<file path="src/rtl/dc_tag_requester_pkg.sv">
`default_nettype none
// ============================================================================
// Module      : dc_tag_requester_pkg
// Description : Shared data-cache definitions. Holds the requester state
//               encoding, the tag-bank entry field layout (tag, age, state),
//               the entry-state codes and the way-index width.
// Ports       : none (package)
// Revision    : 1.0 - initial release
// ============================================================================
package dc_tag_requester_pkg;

    // Way index width (8-way set)
    localparam int WAY_BITS = 3;

    // Tag-bank entry layout: [17:0] tag, [19:18] age, [22:20] state, [23] spare
    localparam int ENTRY_TAG_LSB    = 0;
    localparam int ENTRY_AGE_LSB    = 18;
    localparam int ENTRY_AGE_BITS   = 2;
    localparam int ENTRY_STATE_LSB  = 20;
    localparam int ENTRY_STATE_BITS = 3;

    // Entry state codes written on a fill
    localparam logic [2:0] ENTRY_STATE_LOAD  = 3'b001;
    localparam logic [2:0] ENTRY_STATE_STORE = 3'b010;

    // Requester FSM state encoding
    localparam logic [2:0] ST_IDLE    = 3'd0;
    localparam logic [2:0] ST_LOOKUP  = 3'd1;
    localparam logic [2:0] ST_WAIT_LK = 3'd2;
    localparam logic [2:0] ST_FILL    = 3'd3;
    localparam logic [2:0] ST_WAIT_FL = 3'd4;
    localparam logic [2:0] ST_RESP    = 3'd5;

    // Entry state to install for a filled line, chosen by the request kind
    function automatic logic [2:0] fill_entry_state(input logic is_store);
        return is_store ? ENTRY_STATE_STORE : ENTRY_STATE_LOAD;
    endfunction

endpackage
`default_nettype wire

</file>
<file path="src/rtl/dc_tag_requester_rr_victim.sv">
`default_nettype none
// ============================================================================
// Module      : dc_rr_victim
// Description : Round-robin victim way pointer. Presents the current victim
//               way and advances modulo 8 each time a fill is accepted.
// Ports       : clk     - clock, rising edge
//               reset   - synchronous, active-low
//               advance - a fill write was accepted this cycle
//               ptr     - current victim way (value before the advance)
// Revision    : 1.0 - initial release
// ============================================================================
module dc_rr_victim
    import dc_tag_requester_pkg::*;
(
    input  logic                clk,
    input  logic                reset,
    input  logic                advance,
    output logic [WAY_BITS-1:0] ptr
);

    logic [WAY_BITS-1:0] r_ptr;

    // Natural 3-bit overflow gives the 7 -> 0 wrap
    always_ff @(posedge clk) begin
        if (!reset) begin
            r_ptr <= '0;
        end else if (advance) begin
            r_ptr <= r_ptr + WAY_BITS'(1);
        end
    end

    assign ptr = r_ptr;

endmodule
`default_nettype wire

</file>
<file path="src/rtl/dc_tag_requester.sv">
`default_nettype none
// ============================================================================
// Module      : dc_tag_requester
// Description : Data-cache tag requester. Accepts a core lookup, queries the
//               tag bank, and on a miss writes a fill entry into the
//               round-robin victim way before answering the core.
// Ports       : clk, reset (sync, active-low)
//               core_req_*  - core lookup request (valid/retry handshake)
//               core_ack_*  - core response (hit, way, fill)
//               tb_req_*    - tag-bank lookup / fill write request
//               tb_ack_*    - tag-bank response (hit, miss, way)
//               miss_cnt    - saturating count of completed misses
// Revision    : 1.0 - initial release
// ============================================================================
module dc_tag_requester
    import dc_tag_requester_pkg::*;
#(
    parameter int Width    = 24,
    parameter int TagBits  = 18,
    parameter int REQ_BITS = 7
) (
    input  logic                clk,
    input  logic                reset,
    // core request
    input  logic                core_req_valid,
    output logic                core_req_retry,
    input  logic [REQ_BITS-1:0] core_req_type,
    input  logic [TagBits-1:0]  core_req_tag,
    // core response
    output logic                core_ack_valid,
    input  logic                core_ack_retry,
    output logic                core_ack_hit,
    output logic [2:0]          core_ack_way,
    output logic                core_ack_fill,
    // tag-bank request
    output logic                tb_req_valid,
    input  logic                tb_req_retry,
    output logic [REQ_BITS-1:0] tb_req_type,
    output logic                tb_write,
    output logic [Width-1:0]    tb_req_tag,
    // tag-bank response
    input  logic                tb_ack_valid,
    output logic                tb_ack_retry,
    input  logic                tb_hit,
    input  logic                tb_miss,
    input  logic [2:0]          tb_way,
    // statistics
    output logic [15:0]         miss_cnt
);

    logic [2:0]          r_state;
    logic [REQ_BITS-1:0] r_type;
    logic [TagBits-1:0]  r_tag;
    logic                r_hit;
    logic                r_fill;
    logic [2:0]          r_way;
    logic [15:0]         r_miss_cnt;

    logic                w_fill_accept;
    logic [WAY_BITS-1:0] w_victim;
    logic [Width-1:0]    w_fill_tag;

    assign w_fill_accept = (r_state == ST_FILL) && !tb_req_retry;

    dc_rr_victim u_victim (
        .clk     (clk),
        .reset   (reset),
        .advance (w_fill_accept),
        .ptr     (w_victim)
    );

    // Fill entry: tag, age cleared, state code from the store bit, spare 0
    always_comb begin
        w_fill_tag = '0;
        w_fill_tag[ENTRY_TAG_LSB +: TagBits] = r_tag;
        w_fill_tag[ENTRY_STATE_LSB +: ENTRY_STATE_BITS] = fill_entry_state(r_type[0]);
    end

    always_ff @(posedge clk) begin
        if (!reset) begin
            r_state    <= ST_IDLE;
            r_type     <= '0;
            r_tag      <= '0;
            r_hit      <= 1'b0;
            r_fill     <= 1'b0;
            r_way      <= '0;
            r_miss_cnt <= '0;
        end else begin
            case (r_state)
                ST_IDLE: begin
                    if (core_req_valid) begin
                        r_type  <= core_req_type;
                        r_tag   <= core_req_tag;
                        r_state <= ST_LOOKUP;
                    end
                end
                ST_LOOKUP: begin
                    if (!tb_req_retry) begin
                        r_state <= ST_WAIT_LK;
                    end
                end
                ST_WAIT_LK: begin
                    if (tb_ack_valid) begin
                        r_way <= tb_way;
                        // A response flagging both hit and miss counts as a hit
                        if (tb_hit) begin
                            r_hit   <= 1'b1;
                            r_fill  <= 1'b0;
                            r_state <= ST_RESP;
                        end else begin
                            r_state <= ST_FILL;
                        end
                    end
                end
                ST_FILL: begin
                    if (!tb_req_retry) begin
                        r_way   <= w_victim;
                        r_state <= ST_WAIT_FL;
                    end
                end
                ST_WAIT_FL: begin
                    if (tb_ack_valid) begin
                        r_hit   <= 1'b0;
                        r_fill  <= 1'b1;
                        r_state <= ST_RESP;
                        if (r_miss_cnt != 16'hFFFF) begin
                            r_miss_cnt <= r_miss_cnt + 16'd1;
                        end
                    end
                end
                ST_RESP: begin
                    if (!core_ack_retry) begin
                        r_state <= ST_IDLE;
                    end
                end
                default: begin
                    r_state <= ST_IDLE;
                end
            endcase
        end
    end

    assign core_req_retry = (r_state != ST_IDLE);

    assign core_ack_valid = (r_state == ST_RESP);
    assign core_ack_hit   = r_hit;
    assign core_ack_way   = r_way;
    assign core_ack_fill  = r_fill;

    assign tb_req_valid = (r_state == ST_LOOKUP) || (r_state == ST_FILL);
    assign tb_write     = (r_state == ST_FILL);
    assign tb_req_type  = r_type;
    assign tb_req_tag   = (r_state == ST_FILL) ? w_fill_tag : Width'(r_tag);

    assign tb_ack_retry = !((r_state == ST_WAIT_LK) || (r_state == ST_WAIT_FL));

    assign miss_cnt = r_miss_cnt;

endmodule
`default_nettype wire

</file>
<file path="config.mk">
export PLATFORM = sky130hd
export DESIGN_NAME = dc_tag_requester
export DESIGN_NICKNAME = d
export VERILOG_FILES = /design/src/rtl/dc_tag_requester_pkg.sv /design/src/rtl/dc_tag_requester_rr_victim.sv /design/src/rtl/dc_tag_requester.sv
export SDC_FILE = /design/constraint.sdc
export NUM_CORES = 1
export LEC_CHECK = 0
export BUFFER_PORTS_ARGS = -buffer_cell sky130_fd_sc_hd__buf_2
export CAP_MARGIN = 20
export CORE_AREA = 2 2 72 74
export CTS_BUF_LIST = sky130_fd_sc_hd__clkbuf_2
export CTS_CLUSTER_SIZE = 16
export DETAILED_ROUTE_END_ITERATION = 10
export DIE_AREA = 0 0 74 76
export GPL_TIMING_DRIVEN = 0
export PLACE_DENSITY = 0.79
export SLEW_MARGIN = 30
export SYNTH_ARGS = -nofsm -noshare
export SYNTH_HDL_FRONTEND = slang
export SYNTH_SLANG_ARGS = --single-unit
export TNS_END_PERCENT = 30
</file>
<file path="constraint.sdc">
create_clock -name clk -period 1.9 [get_ports clk]
set_input_delay 0.38 -clock clk [delete_from_list [all_inputs] [get_ports clk]]
set_output_delay 0.38 -clock clk [all_outputs]
set_load 0.05 [all_outputs]
</file>
# Yosys cells after proc, flatten, opt, wreduce, memory -nomap -nowiden
# Cells that the tools add are included.
# op_classes
eq_ne	13
n_mux	21
reduce_logical	14
addsub	2
# op_table
operator	count
2-to-1 mux 3 bit	9
2-to-1 mux 22 bit	1
one-hot mux 3 bit (6 select lines)	1
adder 16 x 1 -> 16 bit, second input constant	1
!= test 16 bit, second input constant	1
!= test 2 bit, second input constant	7
== test 3 x 2 -> 1 bit, second input constant	2
== test 3 bit, second input constant	2
2-to-1 mux 1 bit	6
one-hot mux 3 bit (2 select lines)	1
AND reduction 3 bit	2
AND reduction 6 bit	1
one-hot mux 1 bit (2 select lines)	2
AND reduction 4 bit	1
nonzero test 2 bit	2
adder 3 x 1 -> 3 bit, second input constant	1
== test 3 x 1 -> 1 bit, second input constant	1
logical NOT 3 bit	1
nonzero test 3 bit	1
logical NOT 1 bit	2
logical OR 1 bit	2
2-to-1 mux 2 bit	1
AND reduction 2 bit	1
logical AND 1 bit	1
# word_totals
wordCells	58
register_bits	52

# Longest topological paths before layout
# Gate-level depths: netlist (run 1).
# logic_depth
depth_word	3
mapped_depth	7
ltp_nobuf	5

# Modules after synthesis
# From an unflattened synthesis (run 1), not the netlist that was laid out.
# unflattened
cells_unflattened	290
hier_area_um2	2351.0
# modules_own_cells
module	n_inst	seq_area_each_um2	cells_per_inst	area_each_um2
dc_tag_requester	1	980.9	278	2223.4
dc_rr_victim	1	60.1	12	127.6

# Worst setup path after synthesis (run 1)
# Ideal clock, no wire load.
# synth_timing
path_type	flip-flop to output port
start	register r_state[0]
end	output port tb_req_tag[21]
slack_ns	-0.496
stages_incl_launch_ff	7
n_path_buf	2
t_required_ns	1.520
t_arrival_ns	2.016
cell_sequence	dfxtp_1 -> clkbuf_1 -> inv_1 -> or2_2 -> clkbuf_1 -> inv_1 -> and2_1
# synth_via
elab_chain_cells	2
# synth_lines
element	line_no	rtl
from (decl)	dc_tag_requester.sv:51	logic [2:0] r_state;
from (signal assigned)	dc_tag_requester.sv:81	r_state <= ST_IDLE;
from (signal assigned)	dc_tag_requester.sv:94	r_state <= ST_LOOKUP;
from (signal assigned)	dc_tag_requester.sv:99	r_state <= ST_WAIT_LK;
== test 3 x 2 -> 1 bit	-	
net tb_write	dc_tag_requester.sv:39	output logic tb_write,
2-to-1 mux 22 bit	dc_tag_requester.sv:153	assign tb_req_tag = (r_state == ST_FILL) ? w_fill_tag : Width'(r_tag);
to (decl)	dc_tag_requester.sv:40	output logic [Width-1:0] tb_req_tag,
# The timed path passes the listed nets, and every way through them passes these cells.

# Final worst setup path (run 1)
# layout_timing
start	register r_state[0]
end	output port tb_req_tag[21]
# layout_via
elab_chain_cells	2
# layout_lines
element	line_no
== test 3 x 2 -> 1 bit	dc_tag_requester.sv:153
2-to-1 mux 22 bit	dc_tag_requester.sv:153
# No other way between the ends.

==> results of run 1 <==
==> cells in the final DEF (no fill, tap or decap), types with 7 or more instances in the layout <==
cell type | Yosys | final
nand2_1 | 65 | 65
a21oi_1 | 41 | 41
nor2_1 | 13 | 11
buf_6 | 0 | 7
dfxtp_1 | 52 | 44
dfxtp_2 | 0 | 8
buf_2 | 3 | 83
buf_4 | 4 | 14
clkbuf_1 | 14 | 10
==> state kept, by name (all words and copies together) (netlist names) <==
register / count
r_state: 3
core_ack_way: 3
u_victim.ptr: 3
r_tag: 18
core_ack_hit: 1
tb_req_type: 7
core_ack_fill: 1
miss_cnt: 16
==> power breakdown <==
part           internal (mW)  switching [mW]  total (mW)
registers               1.15          0.0277        1.18
logic                  0.187           0.400       0.586
clock network          0.359           0.370       0.728
total                   1.69           0.797        2.49
==> cell families (layout without fill, tap and decap cells) <==
| logic type | count (synthesis) | count (layout) |
|---|---|---|
| buffers and inverters | 26 | 130 |
| multiplexers | 7 | 7 |
| AND/OR/NAND/NOR | 126 | 126 |
| XOR/XNOR | 3 | 3 |
| adder cells (fa/ha/maj) | 2 | 2 |
| other | 1 | 4 |
| AO/OA/AOI/OAI | 68 | 68 |
| flip-flops | 52 | 52 |
==> stage by stage <==
stage	setup TNS, ns	instance area (sq um)	cells	hold slack, ns
after floorplan	-0.0298	2350	288	0.470
after global placement	-0.219	2880	445	0.439
after detailed placement	-0.251	2880	445	0.443
after CTS	-0.406	3130	460	0.101
after global routing	-0.893	3220	462	0.0726
final	-0.313	3220	462	0.108
==> worst max-delay path, delay by kind of cell (launching register included) <==
| family | cells | cell delay [ns] |
|---|---|---|
| buffers and inverters | 4 | 0.40 |
| DFF | 1 | 0.41 |
| and+or+nand+nor | 2 | 0.43 |
==> area by class of cell <==
class                      instances  share of cell area
timing repair buffer              97               0.171
tap                               70              0.0272
inverter                           5             0.00777
sequential                        52               0.326
buffer                            20              0.0404
multi-input combinational        210               0.398
clock inverter                     3              0.0214
clock buffer                       5             0.00777
==> worst paths after layout <==
check	from	endpoint	slack [ns]	depth (start not counted)
setup / recovery	r_state[0]	tb_req_tag[21]	-0.14	6
hold reg to reg	r_tag[6]	r_tag[6]	0.47	2
setup reg to reg	miss_cnt[9]	miss_cnt[14]	0.08	4
hold / removal	core_req_tag[0]	r_tag[0]	0.11	3
==> per-layer routing <==
| metal | vias to the layer above | global-route usage | routed length, microns |
|---|---|---|---|
| li1 | 1207 | - | - |
| met5 | - | 0 | 0 |
| met4 | 0 | 0.0673 | 74 |
| met2 | 73 | 0.359 | 2870 |
| met1 | 1107 | 0.277 | 2490 |
| met3 | 8 | 0.0582 | 440 |
==> repair_timing <==
action,4_1_cts,5_1_grt
endpoints found under the setup margin,8,29
hold endpoints to repair,0,0
setup buffers,8,2
pin swaps,1,2
gates resized for setup,27,20
==> qor.yml, run 1 <==
outcome:
  run_status: "finished, violations left"
  failed_checks: "setup timing"
synth:
  ys_top_cells_by_area: "dfxtp_1 45%, nand2_1 11%, a21oi_1 8.9%"
  synth_seq_area_share: 0.449
  synth.largest_area_cell: "dfxtp_1"
  yosys-top-cells-count: "65 x nand2_1, 52 x dfxtp_1, 41 x a21oi_1"
  compound_cell_area_share_of_the_yosys_netlist: 0.174
  simple_logic_cell_fraction_of_the_synthesized_area: 0.272
  largest_family_of_logic_cells_by_synthesized_area: "simple AND/OR/NAND/NOR gates"
  post_synth.cell_area_avg_sq_um: 8.13
  ys.flop_type: "dfxtp_1"
  post_synthesis_share_of_cell_area_spent_on_xor_and_xnor_gates: 0.0113
  synth-async-reset-ratio: 0
  yosysMostFrequentCell: "nand2_1"
  synth_seq_cells: 52
  synth_edf_count: 0
  post_synth_mux_area_share: 0.0308
  ys.warnings.count: 0
  synth.lib_cells_used.distinct: 49
  synthDominantCellAreaShare: 0.449
  mappedNetlistArea_sq_mm: 0.00232
  synthAdderAreaFrac: 0.0108
  syn-instance-count: 285
global_routing:
  grt_overflow: 0
  global_route_wire_length_before_repair_microns: 9890
  antenna_found_initial: 0
  number_of_global_route_vias_before_repair: 2254
  grt_start_max_net_pins: 18
  grt.total_usage: 0.219
sta:
  period_needed_ns: 2.04
  final_max_slew_violation_count: 0
  timing_hold_violations_final: 0
  finalSetupViolations: 4
  clock_skew_ns: 0.0232
  final_min_period_over_clock_period: 1.07
  relSlewSlack: 0.621
  setup_slack_ns: -0.135
  worstMarginPinSlew_ns: 0.561
  rsz0062_at_grt: "yes"
  clock.fmax_ghz: 0.491
place:
  gp_routability_congestion: 0.833
  dp_worst_setup_slack_ns: -0.148
  place.port_buffers: 87
  dp_hpwl_microns: 4230
power:
  total_power_mw: 2.49
  power_leakage_nw: 1.48
  power_density_mw_per_mm2: 773
  ir_worst_vdd_uv: 487
layout:
  layout.filler_cells: 421
  multi_input_combinational_cell_area_sq_mm: 0.00128
  layout.nets: 429
  fin_util: 0.656
  area_growth_pct: 38.9
  area.sequential_sq_mm: 0.00105
  diodes: 0
  ratio_of_cells_with_drive_above_1_in_the_final_layout: 0.370
cts:
  clock_path_buffers: 2
  cts-buffers-inserted: 5
  cts_root_buf: "clkbuf_2"
  tritoncts_num_sinks: 52
  cts.clk_slew.worst_paths_ns: 0.29
  post_cts_hold_buffer_count: 0
  cts.htree.levels: 2
  tritoncts: "yes"
  clk_latency_worst_skew_pair_ns: 0.45
routing:
  totalWireLength_microns: 5870
  drt_iter0_markers: 134
  drt-wirelength-per-cell_microns: 12.7
  detailroute.via_count: 2395
  drc: 0
  detail_route.vias_per_cell: 5.18
  dr.pass1.iters: 4
  ant_nets: 0
die:
  chipWidth_microns: 74
  die_area_sq_mm: 0.00562
  die_height_microns: 76
  row_count: 26
  ioPinCount: 93
  core_region_area_sq_mm: 0.00491
  initial_utilization: 0.472
hold_path:
  worst_hold_path_type: "primary input to register"
worst_setup_path:
  worstSetupStartpointType: "register"
  timing.critical_path.cells: "buf_8 > clkinvlp_4 > or2_4 > inv_4 > and2_4 > buf_8"
  worst_ep_arrival_time_ns: 1.66
  critical_path.max_fanout: 3
  critical_path_s_most_frequent_cell: "buf_8"
  critPathMaxStageDelay_ns: 0.41
  crit_path_top_delay_cell: "dfxtp_2"
  wp_data_required_ns: 1.52
  criticalPathCategory: "register to output pin"
  cp-end-kind: "output pin"
job:
  count_of_maximum_capacitance_violations: 0
No activity file was read; power rests on OpenSTA's default activity.
==> inputs of run 2 (changes only) <==
--- a/config.mk
+++ b/config.mk
@@ -5,13 +5,13 @@
 export SDC_FILE = /design/constraint.sdc
 export NUM_CORES = 1
 export LEC_CHECK = 0
+export ABC_AREA = 1
 export BUFFER_PORTS_ARGS = -buffer_cell sky130_fd_sc_hd__buf_2
-export CAP_MARGIN = 20
-export CORE_AREA = 2 2 72 74
+export CORE_AREA = 2 2 75 77
 export CTS_BUF_LIST = sky130_fd_sc_hd__clkbuf_2
 export CTS_CLUSTER_SIZE = 16
 export DETAILED_ROUTE_END_ITERATION = 10
-export DIE_AREA = 0 0 74 76
+export DIE_AREA = 0 0 77 79
 export GPL_TIMING_DRIVEN = 0
 export PLACE_DENSITY = 0.79
 export SLEW_MARGIN = 30
==> qor.yml, run 2 <==
synth:
  syn-instance-count: 378
  synth_seq_area_share: 0.405
  synth_seq_cells: 52
  post_synth.cell_area_avg_sq_um: 6.80
  yosys-top-cells-count: "68 x nand2_1, 63 x inv_1, 52 x dfxtp_1"
  ys.flop_type: "dfxtp_1"
  yosysMostFrequentCell: "nand2_1"
  ys.warnings.count: 0
  ys_top_cells_by_area: "dfxtp_1 40%, nand2_1 9.9%, inv_1 9.2%"
  synthDominantCellAreaShare: 0.405
  mappedNetlistArea_sq_mm: 0.00257
  synth.lib_cells_used.distinct: 27
  synth-async-reset-ratio: 0
  synth_edf_count: 0
  synth.largest_area_cell: "dfxtp_1"
sta:
  clock_skew_ns: 0.0161
  rsz0062_at_grt: "yes"
  final_min_period_over_clock_period: 0.984
  final_max_slew_violation_count: 0
  finalSetupViolations: 0
  timing_hold_violations_final: 0
  fin_hold_ws_ns: 0.185
  setup_slack_ns: 0.0306
  fin_tns_setup_ns: 0
  clock.fmax_ghz: 0.535
  period_needed_ns: 1.87
layout:
  ratio_of_cells_with_drive_above_1_in_the_final_layout: 0.301
  layout.nets: 519
  fin_area_sq_mm: 0.00327
  diodes: 0
  layout.cells.most_common_list: "87 x buf_2, 67 x nand2_1, 62 x inv_1"
  top_reg_by_flops: "r_tag"
  largest_register_ff_count: 18
  area_growth_pct: 27.3
  layoutNonFillerInstCount: 554
  fin_util: 0.613
  most_common_library_cell_in_the_layout_ignoring_fill_and_taps: "buf_2"
cts:
  clk_latency_worst_skew_pair_ns: 0.44
  clock_path_buffers: 2
  tritoncts_num_sinks: 52
  cts.clk_slew.worst_paths_ns: 0.27
  cts-buffers-inserted: 5
  cts_root_buf: "clkbuf_2"
  post_cts_hold_buffer_count: 0
  cts.htree.levels: 2
  tritoncts: "yes"
place:
  dpl.cell_count: 540
  gp_routability_congestion: 0.894
  place.port_buffers: 87
  dp_hpwl_microns: 4640
  dp_worst_setup_slack_ns: 0.219
  post_dp_cell_area_sq_mm: 0.00311
global_routing:
  global_route_wire_length_before_repair_microns: 9940
  number_of_global_route_vias_before_repair: 2315
  grt_overflow: 0
  antenna_found_initial: 0
  grt.total_usage: 0.201
  grt_start_max_net_pins: 17
worst_setup_path:
  critPathMaxStageDelay_ns: 0.47
  crit_path_top_delay_cell: "dfxtp_4"
  cp-end-kind: "output pin"
  critPathBufInv: 2
  timing.critical_path.cells: "inv_4 > nor2_4 > nand2_4 > nor2_4 > buf_8"
  critical_path.max_fanout: 8
  criticalPathCategory: "register to output pin"
  reg2reg_from: "miss_cnt[0]"
  cell_family_with_the_largest_share_of_critical_path_delay: "flip-flops"
  crit_path_start: "r_state[0]"
  critical_path_s_most_frequent_cell: "nor2_4"
  worstSetupStartpointType: "register"
  wp_data_required_ns: 1.52
  worst_ep_arrival_time_ns: 1.49
power:
  power_density_mw_per_mm2: 1290
  total_power_mw: 4.24
  ir_worst_vdd_uv: 964
  power_leakage_nw: 1.63
routing:
  drc: 0
  detail_route.vias_per_cell: 4.77
  dr.pass1.iters: 4
  drt_iter0_markers: 119
  ant_nets: 0
  drt-wirelength-per-cell_microns: 11.3
  totalWireLength_microns: 6240
  detailroute.via_count: 2640
die:
  ioPinCount: 93
  die_area_sq_mm: 0.00608
  core_region_area_sq_mm: 0.00534
  initial_utilization: 0.482
  die_height_microns: 79
  row_count: 27
  chipWidth_microns: 77
outcome:
  run_status: "complete, no violations"
hold_path:
  worst_hold_path_type: "primary input to register"
  hold_path.startpoint: "core_req_tag[9]"
job:
  count_of_maximum_capacitance_violations: 0
==> run 2: changes by cell type after synthesis, moves of 10 or more <==
cell	delta
clkbuf_1	-10
inv_1	+59
nand3_1	+18
nor2_1	+30
o21ai_0	+21
==> run 2: final cells by class <==
cell class              count  area (sq um)
well taps                  72          90.1
repair buffers             93           518
clock buffers               6          30.0
inverters                  67           254
clock inverters             2          16.3
flip-flops and latches     52          1050
fillers                   540          2060
multi-input cells         245          1220
plain buffers              17           101
==> run 2: power by group <==
| group | internal, mW | switching, mW | leakage, nW |
|---|---|---|---|
| Combinational | 0.625 | 1.66 | 1.17 |
| Clock | 0.0984 | 0.364 | 0.0292 |
| Sequential | 1.33 | 0.163 | 0.426 |
==> run 2: final timing paths <==
path	endpoint	slack [ns]	depth (start not counted)
worst max-delay path	tb_req_tag[21]	0.03	5
worst min-delay path	r_tag[9]	0.18	3
worst max register to register	miss_cnt[15]	0.19	10
worst min register to register	r_tag[6]	0.46	2
==> run 2: worst reg2reg max path: stages (launching register included) <==
cell and delay, ns:
dfxtp_1 0.42, ha_1 0.27, nand2_2 0.10, nor2_4 0.05, nand2_4 0.11, nor2_4 0.05, nor2_2 0.30, buf_6 0.20
nand3_1 0.07, nand2_1 0.06, nor2_1 0.04
==> run 2: cells by family (layout without fill, tap and decap cells) <==
logic type               after synthesis  in the layout  synth area share
AND/OR/NAND/NOR                      162            162             0.293
buffers and inverters                 84            185             0.136
AO/OA/AOI/OAI                         75             75             0.148
flip-flops                            52             52             0.405
adder cells (fa/ha/maj)                2              2           0.00973
XOR/XNOR                               2              2           0.00681
other                                  1              4           0.00146
==> run 2: layer usage <==
layer	wire (microns)	GRT usage
met1	2740	0.251
met2	3040	0.335
met3	296	0.0420
met4	168	0.0911
met5	0	0
==> run 2: timing repair <==
item | CTS | global route
setup buffers | 2 | 4
setup endpoints to repair | 4 | 6
gates resized for setup | 14 | 12
pin swaps | 1 | 1
